[src/rtl/eth_tx_frame_arbiter.sv]
// eth_tx_frame_arbiter
// Frame-level round-robin arbiter that merges NUM_CH AXI-Stream TX sources
// into the single tx_axis input of the 1G MAC wrapper. Frames are never
// interleaved; an inter-frame idle gap of ifg_gap cycles follows every frame,
// and frames longer than MAX_FRAME_LEN beats are truncated (tlast+tuser forced
// on the limit beat) with the remainder drained from the source.
//
// Optional build macro: ETH_TX_FRAME_ARBITER_STATS_EN
//   Adds per-channel saturating frame_count (32 bit) and trunc_count (16 bit)
//   outputs. Without the macro these ports and counters do not exist.
module eth_tx_frame_arbiter #(
  parameter int NUM_CH        = 4,
  parameter int DATA_W        = 8,
  parameter int MAX_FRAME_LEN = 1522,
  parameter int CH_W          = (NUM_CH > 1) ? $clog2(NUM_CH) : 1
) (
  input  logic                       gtx_clk,
  input  logic                       gtx_rst_n,
  input  logic [NUM_CH*DATA_W-1:0]   s_axis_tdata,
  input  logic [NUM_CH-1:0]          s_axis_tvalid,
  input  logic [NUM_CH-1:0]          s_axis_tlast,
  input  logic [NUM_CH-1:0]          s_axis_tuser,
  output logic [NUM_CH-1:0]          s_axis_tready,
  output logic [DATA_W-1:0]          m_axis_tdata,
  output logic                       m_axis_tvalid,
  output logic                       m_axis_tlast,
  output logic                       m_axis_tuser,
  input  logic                       m_axis_tready,
  input  logic [7:0]                 ifg_gap,
  output logic [CH_W-1:0]            grant_ch,
  output logic                       busy,
  output logic                       oversize
`ifdef ETH_TX_FRAME_ARBITER_STATS_EN
  ,
  output logic [NUM_CH*32-1:0]       frame_count,
  output logic [NUM_CH*16-1:0]       trunc_count
`endif
);

  typedef enum logic [1:0] {
    ST_IDLE  = 2'd0,
    ST_FRAME = 2'd1,
    ST_DRAIN = 2'd2,
    ST_GAP   = 2'd3
  } state_t;

  // Beat index of the last beat allowed in a frame.
  localparam logic [11:0]     LIMIT   = 12'(MAX_FRAME_LEN - 1);
  // Reset grant points at the last channel so the search starts at ch0.
  localparam logic [CH_W-1:0] LAST_CH = CH_W'(NUM_CH - 1);

  state_t            state;
  logic [11:0]       beat_cnt;
  logic [7:0]        gap_cnt;

  logic [DATA_W-1:0] cur_data;
  logic              cur_valid;
  logic              cur_last;
  logic              cur_user;
  logic              at_limit;
  logic              trunc_beat;
  logic              frame_xfer;
  logic              frame_done;

  // Round-robin search: first requesting channel after 'last', wrapping.
  function automatic logic [CH_W-1:0] pick_next(input logic [NUM_CH-1:0] req,
                                                input logic [CH_W-1:0]   last);
    logic [CH_W-1:0] sel;
    logic            found;
    int              idx;
    sel   = last;
    found = 1'b0;
    for (int i = 1; i <= NUM_CH; i++) begin
      idx = (int'(last) + i) % NUM_CH;
      if (!found && req[idx]) begin
        sel   = CH_W'(idx);
        found = 1'b1;
      end
    end
    return sel;
  endfunction

`ifdef ETH_TX_FRAME_ARBITER_STATS_EN
  function automatic logic [31:0] sat_inc32(input logic [31:0] v);
    return (&v) ? v : v + 32'd1;
  endfunction

  function automatic logic [15:0] sat_inc16(input logic [15:0] v);
    return (&v) ? v : v + 16'd1;
  endfunction
`endif

  // Select the granted channel's stream.
  always_comb begin
    cur_data  = s_axis_tdata[grant_ch*DATA_W +: DATA_W];
    cur_valid = s_axis_tvalid[grant_ch];
    cur_last  = s_axis_tlast[grant_ch];
    cur_user  = s_axis_tuser[grant_ch];
  end

  // A source tlast on the limit beat is a normal end, not a truncation.
  assign at_limit   = (beat_cnt == LIMIT);
  assign trunc_beat = at_limit && !cur_last;
  assign frame_xfer = (state == ST_FRAME) && cur_valid && m_axis_tready;
  assign frame_done = frame_xfer && (cur_last || at_limit);
  assign busy       = (state != ST_IDLE);

  // Output mux and ready steering, decoded from the registered state.
  always_comb begin
    m_axis_tdata  = '0;
    m_axis_tvalid = 1'b0;
    m_axis_tlast  = 1'b0;
    m_axis_tuser  = 1'b0;
    s_axis_tready = '0;
    oversize      = 1'b0;
    case (state)
      ST_FRAME: begin
        m_axis_tdata            = cur_data;
        m_axis_tvalid           = cur_valid;
        m_axis_tlast            = cur_last || at_limit;
        m_axis_tuser            = cur_user || trunc_beat;
        s_axis_tready[grant_ch] = m_axis_tready;
        oversize                = frame_xfer && trunc_beat;
      end
      ST_DRAIN: begin
        s_axis_tready[grant_ch] = 1'b1;
      end
      default: begin
      end
    endcase
  end

  // Arbitration / frame / drain / gap sequencing.
  always_ff @(posedge gtx_clk) begin
    if (!gtx_rst_n) begin
      state    <= ST_IDLE;
      grant_ch <= LAST_CH;
      beat_cnt <= '0;
      gap_cnt  <= '0;
    end else begin
      case (state)
        ST_IDLE: begin
          beat_cnt <= '0;
          if (|s_axis_tvalid) begin
            grant_ch <= pick_next(s_axis_tvalid, grant_ch);
            state    <= ST_FRAME;
          end
        end
        ST_FRAME: begin
          if (frame_xfer) begin
            if (cur_last) begin
              beat_cnt <= '0;
              if (ifg_gap != 8'd0) begin
                gap_cnt <= ifg_gap;
                state   <= ST_GAP;
              end else begin
                state   <= ST_IDLE;
              end
            end else if (at_limit) begin
              beat_cnt <= '0;
              state    <= ST_DRAIN;
            end else begin
              beat_cnt <= beat_cnt + 12'd1;
            end
          end
        end
        ST_DRAIN: begin
          if (cur_valid && cur_last) begin
            if (ifg_gap != 8'd0) begin
              gap_cnt <= ifg_gap;
              state   <= ST_GAP;
            end else begin
              state   <= ST_IDLE;
            end
          end
        end
        ST_GAP: begin
          if (gap_cnt <= 8'd1) begin
            state <= ST_IDLE;
          end else begin
            gap_cnt <= gap_cnt - 8'd1;
          end
        end
        default: begin
          state <= ST_IDLE;
        end
      endcase
    end
  end

`ifdef ETH_TX_FRAME_ARBITER_STATS_EN
  // Per-channel saturating counters of completed and truncated frames.
  always_ff @(posedge gtx_clk) begin
    if (!gtx_rst_n) begin
      frame_count <= '0;
      trunc_count <= '0;
    end else begin
      for (int c = 0; c < NUM_CH; c++) begin
        if (frame_done && (int'(grant_ch) == c)) begin
          frame_count[c*32 +: 32] <= sat_inc32(frame_count[c*32 +: 32]);
        end
        if (oversize && (int'(grant_ch) == c)) begin
          trunc_count[c*16 +: 16] <= sat_inc16(trunc_count[c*16 +: 16]);
        end
      end
    end
  end
`endif

endmodule

[config.mk]
export PLATFORM = sky130hd
export DESIGN_NAME = eth_tx_frame_arbiter
export DESIGN_NICKNAME = d
export VERILOG_FILES = /design/src/rtl/eth_tx_frame_arbiter.sv
export SDC_FILE = /design/constraint.sdc
export NUM_CORES = 1
export LEC_CHECK = 0
export CAP_MARGIN = 20
export CORE_MARGIN = 10
export CORE_UTILIZATION = 45
export DETAILED_ROUTE_END_ITERATION = 10
export PLACE_DENSITY = 0.81
export SYNTH_ARGS = -nofsm -noshare
export SYNTH_HDL_FRONTEND = slang
export SYNTH_SLANG_ARGS = --single-unit
export TNS_END_PERCENT = 100
[constraint.sdc]
create_clock -name gtx_clk -period 2.3 [get_ports gtx_clk]
set_clock_uncertainty 0.1 [all_clocks]
set_input_delay 0.23 -clock gtx_clk [delete_from_list [all_inputs] [get_ports gtx_clk]]
set_output_delay 0.23 -clock gtx_clk [all_outputs]
set_load 0.01 [all_outputs]
==> flow_metrics.tcl, run 1 <==
set metrics [dict create \
    status "complete, but fails checks" \
    violations "negative setup slack" \
    fmax_mhz 429 \
    die_area_um2 7640 \
    fp.dieH_um 87.4 \
    grt_max_degree 19 \
    final_nets 411 \
    period_minus_slack_ns 2.33 \
    layout_setup_ws_ns -0.0287 \
    yosysUniqueCellTypes 47 \
    grt_pass1_wl_um 11000 \
    worstReg2RegStart "grant_ch[0]" \
    cts_tree "yes" \
    worstReg2RegEnd "beat_cnt[7]" \
    avgSynthCellArea_um2 8.25 \
    grt_usage_pct 17.7 \
    final.fill_count 325 \
    fin_area_um2 3150 \
    internal_power_uw 1710 \
    ant_nets 0 \
    crit_path_end_kind "output pin" \
    route.detailed.drc 0 \
    clockBufferDepth 2 \
    clock_latency_ns 0.27 \
    row_count 24 \
    cp.required_ns 1.97 \
    cts.sinks 24 \
    fin_total_pwr_uw 2890 \
    seqPwrFrac_pct 21.6 \
    p_leak_uw 0.00134 \
    antenna_found_initial 0 \
    overflow 0 \
    vias 2217 \
    rsz0062_at_grt "yes" \
    start_kind "flip-flop" \
    cap_violations 0 \
    ys_seq_area_share_pct 23.5 \
    dp_hpwl_um 5410 \
    hold_violations 0 \
    finalCritPeriodShare_pct 101 \
    synth_edf_count 0 \
    diodes 0 \
    placed_area_um2 2980 \
    crit_fanout 2 \
    clk_pin_slew_ns 0.09 \
    min_path_type "reg2reg" \
    clock_power_share_pct 12.9 \
    postSynthCellCount 248 \
    ys.flop_type "dfxtp_1" \
    numPortBuffers 73 \
    setup_viol 2 \
    crit_type "reg2out" \
    slew_headroom_pct 77.4 \
    routed_via_density 5.61 \
    netlist_area_um2 2050 \
    endpoint "m_axis_tlast" \
    p_sw_share_pct 40.7 \
    numCtsBuffers 3 \
    hold_ws_ns 0.397 \
    multi_input_area_um2 1520 \
    powerDensity_nw_per_um2 918 \
    wire_per_inst_um 16.9 \
    drive_gt1_share_pct 19.5 \
    drt-pass1-iter-count 4 \
    syn-num-nets 315 \
    ctsHoldBuffers 0 \
    die_w_um 87.4 \
    ys_ff_latch 24 \
    final_util_pct 71.8 \
    regArea_um2 490 \
    boundaryPins 74 \
    worstPathArrival_ns 2.00 \
    async_reset_ff_share_pct 0 \
    reg2reg_depth 5 \
    critPathLaunch "beat_cnt[1]" \
    tightest_slew_ns 0.335 \
    htreeDepth 1 \
    setup_tns_ns -0.0496 \
    cp_slowest_cell "or4b_4" \
    root_buffer "clkbuf_8" \
    switchingPower_uw 1180 \
    start_util_pct 46.7 \
    cpPeakStageDelay_ns 0.46 \
    area_growth_pct 53.9 \
    vdd_drop_max_mv 0.616 \
    yosys_warnings 0 \
    slew_viol_final 0 \
    path_cells "inv_2, ha_4, or4b_4, nor3b_4, a21oi_1, nor2b_1, clkdlybuf4s15_2" \
    first_global_vias 2330 \
    first_iter_violations 97 \
    gp_congestion 0.875 \
    finalWirelength_um 6680 \
    combPwrFrac_pct 65.5 \
    r2r_setup_slack_ns 0.20 \
    core_um2 4380 \
]
-- flip-flops by register name (all words and copies together), names as in the netlist --
signal    count
beat_cnt     12
gap_cnt       8
grant_ch      2
state         2
-- worst min-delay path by stage --
stage                          start          to  slack [ns]  cells past startpoint
after floorplan           gap_cnt[5]  gap_cnt[5]        0.35                      2
after global placement    gap_cnt[5]  gap_cnt[5]        0.36                      2
after detailed placement  gap_cnt[5]  gap_cnt[5]        0.40                      2
after CTS                 gap_cnt[5]  gap_cnt[5]        0.41                      2
after global routing        state[1]    state[1]        0.42                      2
final                       state[1]    state[1]        0.40                      2
-- power groups by stage --
stage	combinational, uW	sequential [uW]	clock [uW]
CTS	1880	613	379
global route	2080	638	396
finish	1890	624	373
detailed placement	1840	605	0
global placement	1800	600	0
floorplan	1150	603	0
-- cell usage in the layout (no fill, tap or decap), types with 2 or more instances in the layout --
master | synthesis | routed
a21oi_1 | 11 | 11
a31oi_1 | 4 | 4
and2_1 | 16 | 16
buf_2 | 2 | 2
buf_4 | 0 | 25
buf_6 | 3 | 2
clkbuf_8 | 0 | 3
clkdlybuf4s50_1 | 0 | 61
dfxtp_1 | 24 | 18
dfxtp_2 | 0 | 5
dlygate4sd2_1 | 0 | 5
dlymetal6s2s_1 | 0 | 4
ha_1 | 12 | 10
ha_4 | 0 | 2
inv_1 | 13 | 12
mux2_2 | 2 | 2
mux2i_1 | 6 | 6
mux4_2 | 12 | 12
nand2_1 | 22 | 21
nand2b_1 | 3 | 3
nand3_1 | 10 | 10
nand4_1 | 3 | 3
nor2_1 | 28 | 27
nor2b_1 | 4 | 3
nor3_1 | 9 | 8
o21a_1 | 3 | 3
o21ai_0 | 17 | 16
o2bb2ai_1 | 2 | 2
o31ai_1 | 2 | 2
or3_1 | 2 | 2
or4_1 | 3 | 3
xnor2_1 | 3 | 3
xor2_1 | 7 | 7
-- synth_stat cells (4+ instances only) --
library cell  instances  area, um^2
nand3_1              10        50.1
nor2b_1               4        25.0
nor2_1               28         105
a31oi_1               4        25.0
clkbuf_1              5        18.8
ha_1                 12         150
mux4_2               12         270
and2_1               16         100
a21oi_1              11        55.1
xor2_1                7        61.3
o21ai_0              17        85.1
nor3_1                9        45.0
nand2_1              22        82.6
mux2i_1               6        60.1
inv_1                13        48.8
dfxtp_1              24         480
-- layout make-up --
| type | count | area share, % |
|---|---|---|
| multi-input combinational | 201 | 48.2 |
| clock buffer | 3 | 1.31 |
| timing repair buffer | 101 | 30.4 |
| tap | 52 | 2.07 |
| clock inverter | 1 | 0.954 |
| sequential | 24 | 15.6 |
| inverter | 13 | 1.55 |
-- kinds of logic after synthesis --
| group | Yosys count | share of synthesized area, % |
|---|---|---|
| buffers and inverters | 23 | 5.44 |
| multiplexers | 20 | 17.2 |
| AO/OA/AOI/OAI | 52 | 15.9 |
| XOR/XNOR | 10 | 4.28 |
| flip-flops | 24 | 23.5 |
| adder cells (fa/ha/maj) | 12 | 7.34 |
| AND/OR/NAND/NOR | 107 | 26.3 |
-- routing by layer --
layer | vias up | track usage (%) | share of wire, %
met5 | - | 0 | 0
met1 | 1058 | 18.9 | 39
met2 | 58 | 33.9 | 55
met4 | 0 | 4.06 | 1.9
met3 | 14 | 3.93 | 4.5
li1 | 1087 | - | -
-- critical path, delay by kind of cell, from the launching register on --
kind                       cells  cell delay (ns)
AOI/OAI and AO/OA              1             0.13
adders and majority gates      1             0.12
DFF                            1             0.34
and+or+nand+nor                3             0.83
buffers and inverters          2             0.31
-- metrics by stage --
step | setup WS [ns] | cells
2_1_floorplan | 0.169 | 248
3_3_place_gp | -0.159 | 390
3_5_place_dp | -0.320 | 390
4_1_cts | -0.0304 | 395
5_1_grt | -0.114 | 395
6_report | -0.0287 | 395
-- timing repair --
item                                    4_1_cts  5_1_grt
resized for setup                            34       13
buffers inserted                              1        0
pin swaps                                     4        0
endpoints found under the setup margin       16       12
No activity file was read; power rests on OpenSTA's default activity.
==> run 2, diff against run 1 <==
--- a/config.mk
+++ b/config.mk
@@ -6,10 +6,9 @@
 export NUM_CORES = 1
 export LEC_CHECK = 0
 export CAP_MARGIN = 20
-export CORE_MARGIN = 10
-export CORE_UTILIZATION = 45
+export CORE_UTILIZATION = 41
 export DETAILED_ROUTE_END_ITERATION = 10
-export PLACE_DENSITY = 0.81
+export PLACE_DENSITY = 0.77
 export SYNTH_ARGS = -nofsm -noshare
 export SYNTH_HDL_FRONTEND = slang
 export SYNTH_SLANG_ARGS = --single-unit
==> constraint.sdc (replaced) <==
create_clock -name gtx_clk -period 2 [get_ports gtx_clk]
set_clock_uncertainty 0.1 [all_clocks]
set_input_delay 0.2 -clock gtx_clk [delete_from_list [all_inputs] [get_ports gtx_clk]]
set_output_delay 0.2 -clock gtx_clk [all_outputs]
set_load 0.01 [all_outputs]
==> run 2 against run 1 <==
- the run still ends with negative setup slack left
- sequential power increased by 12%
- worst hold slack got worse by 0.0070 ns
- non-clock buffer count increased by 33
- highest routed layer unchanged
- largest power group unchanged
- global-route usage increased by 9.5 points
- die area decreased by 31%
- cell count increased by 12%
==> flow_metrics.tcl, run 2 (synthesis results as in run 1) <==
set metrics [dict create \
    status "complete, but fails checks" \
    violations "negative setup slack" \
    cts_tree "yes" \
    final_common_cell "clkdlybuf4s50_1" \
    vdd_drop_max_mv 0.683 \
    dp_hpwl_um 5040 \
    grt_pass1_wl_um 11200 \
    fmax_mhz 420 \
    slew_viol_final 0 \
    numPortBuffers 73 \
    cp.required_ns 1.70 \
    root_buffer "clkbuf_8" \
    final_nets 444 \
    crit_path_end_kind "output pin" \
    final_util_pct 74.1 \
    cap_violations 0 \
    ant_nets 0 \
    drive_gt1_share_pct 33.0 \
    vias 2447 \
    slew_headroom_pct 73.0 \
    clockBufferDepth 2 \
    row_count 25 \
    powerDensity_nw_per_um2 1130 \
    tightest_slew_ns 0.403 \
    layout_setup_ws_ns -0.383 \
    diodes 0 \
    finalWirelength_um 7110 \
    numCtsBuffers 3 \
    first_iter_violations 101 \
    regMostFlops "beat_cnt" \
    crit_fanout 2 \
    ctsHoldBuffers 0 \
    fin_total_pwr_uw 3970 \
    placed_area_um2 3160 \
    min_path_type "reg2reg" \
    p_leak_uw 0.00149 \
    holdPathStages 2 \
    period_minus_slack_ns 2.38 \
    antenna_found_initial 0 \
    fin_area_um2 3520 \
    reg2reg_depth 11 \
    grt_usage_pct 27.2 \
    routed_via_density 5.52 \
    clock_latency_ns 0.28 \
    reg_top3 "beat_cnt x12, gap_cnt x8" \
    layoutNonFillerInstCount 443 \
    hold_violations 0 \
    route.detailed.drc 0 \
    htreeDepth 1 \
    gp_congestion 0.896 \
    worstPathArrival_ns 2.08 \
    dp_cells 425 \
    boundaryPins 74 \
    finalCritPeriodShare_pct 119 \
    die_area_um2 5280 \
    die_w_um 72.6 \
    area_growth_pct 72.2 \
    drt-pass1-iter-count 4 \
    start_util_pct 43.0 \
    crit_type "reg2out" \
    hold_ws_ns 0.390 \
    first_global_vias 2432 \
    final.fill_count 345 \
    largest_reg_flops 12 \
    clk_pin_slew_ns 0.10 \
    start_kind "flip-flop" \
    layout_common_cells "clkdlybuf4s50_1 (56), buf_4 (48), nor2_1 (24), nand2_1 (20), dfxtp_1 (19)" \
    grt_max_degree 15 \
    core_um2 4750 \
    wire_per_inst_um 16.0 \
    fp.dieH_um 72.6 \
    overflow 0 \
    rsz0062_at_grt "yes" \
    setup_viol 20 \
    cts.sinks 24 \
]
-- run 2: layout make-up --
cell class / instances / area [um^2] / share of cell area, %
multi-input combinational: 201 / 1600 / 45.4
timing repair buffer: 134 / 1230 / 35.0
sequential: 24 / 492 / 14.0
tap: 67 / 83.8 / 2.38
clock buffer: 4 / 66.3 / 1.88
inverter: 13 / 48.8 / 1.38
-- run 2: routing by layer --
layer / vias up / part of all wire, % / GRT usage, %
li1: 1155 / - / -
met1: 1187 / 39 / 30.7
met2: 85 / 55 / 51.8
met3: 20 / 4.5 / 5.11
met4: 0 / 1.7 / 7.41
met5: - / 0 / 0
-- run 2: worst paths after layout --
kind	startpoint	slack, ns	end
min reg2reg	gap_cnt[5]	0.39	gap_cnt[5]
max reg2reg	beat_cnt[1]	-0.22	beat_cnt[6]
min	gap_cnt[5]	0.39	gap_cnt[5]
max	beat_cnt[1]	-0.38	m_axis_tuser
-- run 2: power by group --
part	total, uW	leakage (uW)	switching [uW]	internal (uW)
clock	391	0.0000339	173	218
combinational	2880	0.00126	1330	1550
sequential	700	0.000197	101	599
total	3970	0.00149	1600	2370
-- run 2: what timing repair did --
item | 4_1_cts | 5_1_grt
cloned | 1 | 0
gates resized for setup | 89 | 25
setup endpoints to repair | 33 | 33
hold endpoints to repair | 0 | 0
buffers inserted | 12 | 1
pin swaps | 10 | 5
-- run 2: metrics by stage --
step / TNS, ns / setup WS (ns)
detailed placement: -5.80 / -0.513
floorplan: -0.0671 / -0.0319
CTS: -0.870 / -0.282
global route: -5.36 / -0.456
global placement: -4.76 / -0.428
finish: -4.05 / -0.383
-- run 2: worst max-delay path, stage by stage, from the launching register on --
cell and delay (ns):
dfxtp_2 0.34, inv_2 0.06, ha_4 0.12, or4b_4 0.48, nor3b_4 0.26, buf_6 0.15
nand2_4 0.06, nor2_4 0.11, o21a_1 0.10, buf_2 0.13
==> run 3, diff against run 2 <==
--- a/config.mk
+++ b/config.mk
@@ -6,9 +6,9 @@
 export NUM_CORES = 1
 export LEC_CHECK = 0
 export CAP_MARGIN = 20
-export CORE_UTILIZATION = 41
+export CORE_UTILIZATION = 45
 export DETAILED_ROUTE_END_ITERATION = 10
-export PLACE_DENSITY = 0.77
+export PLACE_DENSITY = 0.81
 export SYNTH_ARGS = -nofsm -noshare
 export SYNTH_HDL_FRONTEND = slang
 export SYNTH_SLANG_ARGS = --single-unit
==> constraint.sdc (replaced) <==
create_clock -name gtx_clk -period 2.3 [get_ports gtx_clk]
set_clock_uncertainty 0.1 [all_clocks]
set_input_delay 0.23 -clock gtx_clk [delete_from_list [all_inputs] [get_ports gtx_clk]]
set_output_delay 0.23 -clock gtx_clk [all_outputs]
set_load 0.01 [all_outputs]
==> run 3 against run 2 <==
- the run now ends clean
- sequential power is 12% lower
- register-to-register slack better by 0.39 ns
- first-iteration DRC count is 37% higher
- critical path type unchanged
- critical endpoint is now m_axis_tdata[7]
- largest power group unchanged
- highest routed layer unchanged
==> flow_metrics.tcl, run 3 (synthesis results as in run 1) <==
set metrics [dict create \
    reg_top3 "beat_cnt x12, gap_cnt x8" \
    first_global_vias 2246 \
    cts_tree "yes" \
    final_util_pct 71.6 \
    numPortBuffers 73 \
    clk_pin_slew_ns 0.09 \
    fp.dieH_um 69.4 \
    fmax_mhz 448 \
    drive_gt1_share_pct 19.1 \
    cts.sinks 24 \
    vias 2153 \
    cap_violations 0 \
    regMostFlops "beat_cnt" \
    numCtsBuffers 3 \
    route.detailed.drc 0 \
    period_minus_slack_ns 2.23 \
    regArea_um2 489 \
    final.fill_count 332 \
    core_um2 4350 \
    antenna_found_initial 0 \
    area_growth_pct 52.3 \
    crit_type "reg2out" \
    grt_max_degree 16 \
    final_nets 409 \
    multi_input_area_um2 1510 \
    fin_total_pwr_uw 2860 \
    final_common_cell "clkdlybuf4s50_1" \
    status "finished clean" \
    layoutNonFillerInstCount 393 \
    worstPathArrival_ns 1.90 \
    grt_pass1_wl_um 10100 \
    finalWirelength_um 5830 \
    powerDensity_nw_per_um2 918 \
    clockBufferDepth 2 \
    row_count 24 \
    min_path_type "reg2reg" \
    rsz0062_at_grt "yes" \
    start_util_pct 47.0 \
    slew_headroom_pct 71.0 \
    hold_ws_ns 0.387 \
    htreeDepth 1 \
    layout_common_cells "clkdlybuf4s50_1 (63), nor2_1 (27), buf_4 (23), nand2_1 (21), dfxtp_1 (19)" \
    wire_per_inst_um 14.8 \
    first_iter_violations 138 \
    setup_tns_ns 0 \
    ant_nets 0 \
    clock_latency_ns 0.27 \
    crit_path_end_kind "output pin" \
    vdd_drop_max_mv 0.518 \
    dp_cells 389 \
    finalCritPeriodShare_pct 97.1 \
    p_leak_uw 0.00132 \
    largest_reg_flops 12 \
    gp_congestion 0.876 \
    overflow 0 \
    dp_hpwl_um 4690 \
    cp.required_ns 1.97 \
    crit_fanout 5 \
    boundaryPins 74 \
    postCtsSetupBuffers 0 \
    start_kind "flip-flop" \
    grt_usage_pct 25.3 \
    ctsHoldBuffers 0 \
    die_w_um 69.4 \
    drt-pass1-iter-count 4 \
    routed_via_density 5.48 \
    tightest_slew_ns 0.434 \
    die_area_um2 4820 \
    diodes 0 \
    hold_violations 0 \
    root_buffer "clkbuf_8" \
    setup_viol 0 \
    slew_viol_final 0 \
]
-- run 3: cell count changes in the layout (fill, tap and decap cells not counted), sizes merged --
cell | previous run | this run
bufinv | 0 | 1
dlygate4sd2 | 2 | 1
buf | 72 | 28
clkdlybuf4s15 | 3 | 0
clkdlybuf4s50 | 56 | 63
dlymetal6s2s | 1 | 6
-- run 3: final cells by class --
| type | count | area share [%] |
|---|---|---|
| Clock buffer | 3 | 1.33 |
| Clock inverter | 1 | 0.964 |
| Inverter | 13 | 1.57 |
| Multi-Input combinational cell | 201 | 48.3 |
| Sequential cell | 24 | 15.7 |
| Tap cell | 52 | 2.09 |
| Timing Repair Buffer | 99 | 30.0 |
-- run 3: per-layer routing --
metal	up-vias	part of all wire [%]	global-route usage, %
met2	39	52	46.5
met4	0	1.4	7.26
met1	1019	43	29.8
li1	1084	-	-
met3	11	3.0	4.36
met5	-	0	0
-- run 3: power breakdown --
part	total [uW]	switching (uW)	internal, uW
Sequential	614	94.3	519
Clock	374	141	233
Combinational	1870	919	952
Total	2860	1150	1700
-- run 3: critical path, stage by stage, from the launching register on --
cell and delay (ns):
dfxtp_4 0.37, buf_6 0.14, mux4_2 0.48, and2_1 0.17, clkdlybuf4s50_1 0.48
-- run 3: final timing paths --
path,startpoint,end,slack (ns),depth (start not counted)
max,grant_ch[0],m_axis_tdata[7],0.07,4
min,gap_cnt[5],gap_cnt[5],0.39,2
max reg2reg,beat_cnt[1],state[0],0.17,8
min reg2reg,gap_cnt[5],gap_cnt[5],0.39,2
-- run 3: through the flow --
stage | setup WS [ns] | instance area [um^2]
floorplan | 0.169 | 2050
global placement | -0.104 | 2970
detailed placement | -0.147 | 2970
CTS | 0.000116 | 3060
global route | -0.0351 | 3120
finish | 0.0661 | 3120
-- run 3: what timing repair did --
item,CTS,global route
cloned,0,0
pin swaps,2,2
resized for setup,17,23
hold endpoints to repair,0,0
endpoints found under the setup margin,15,16
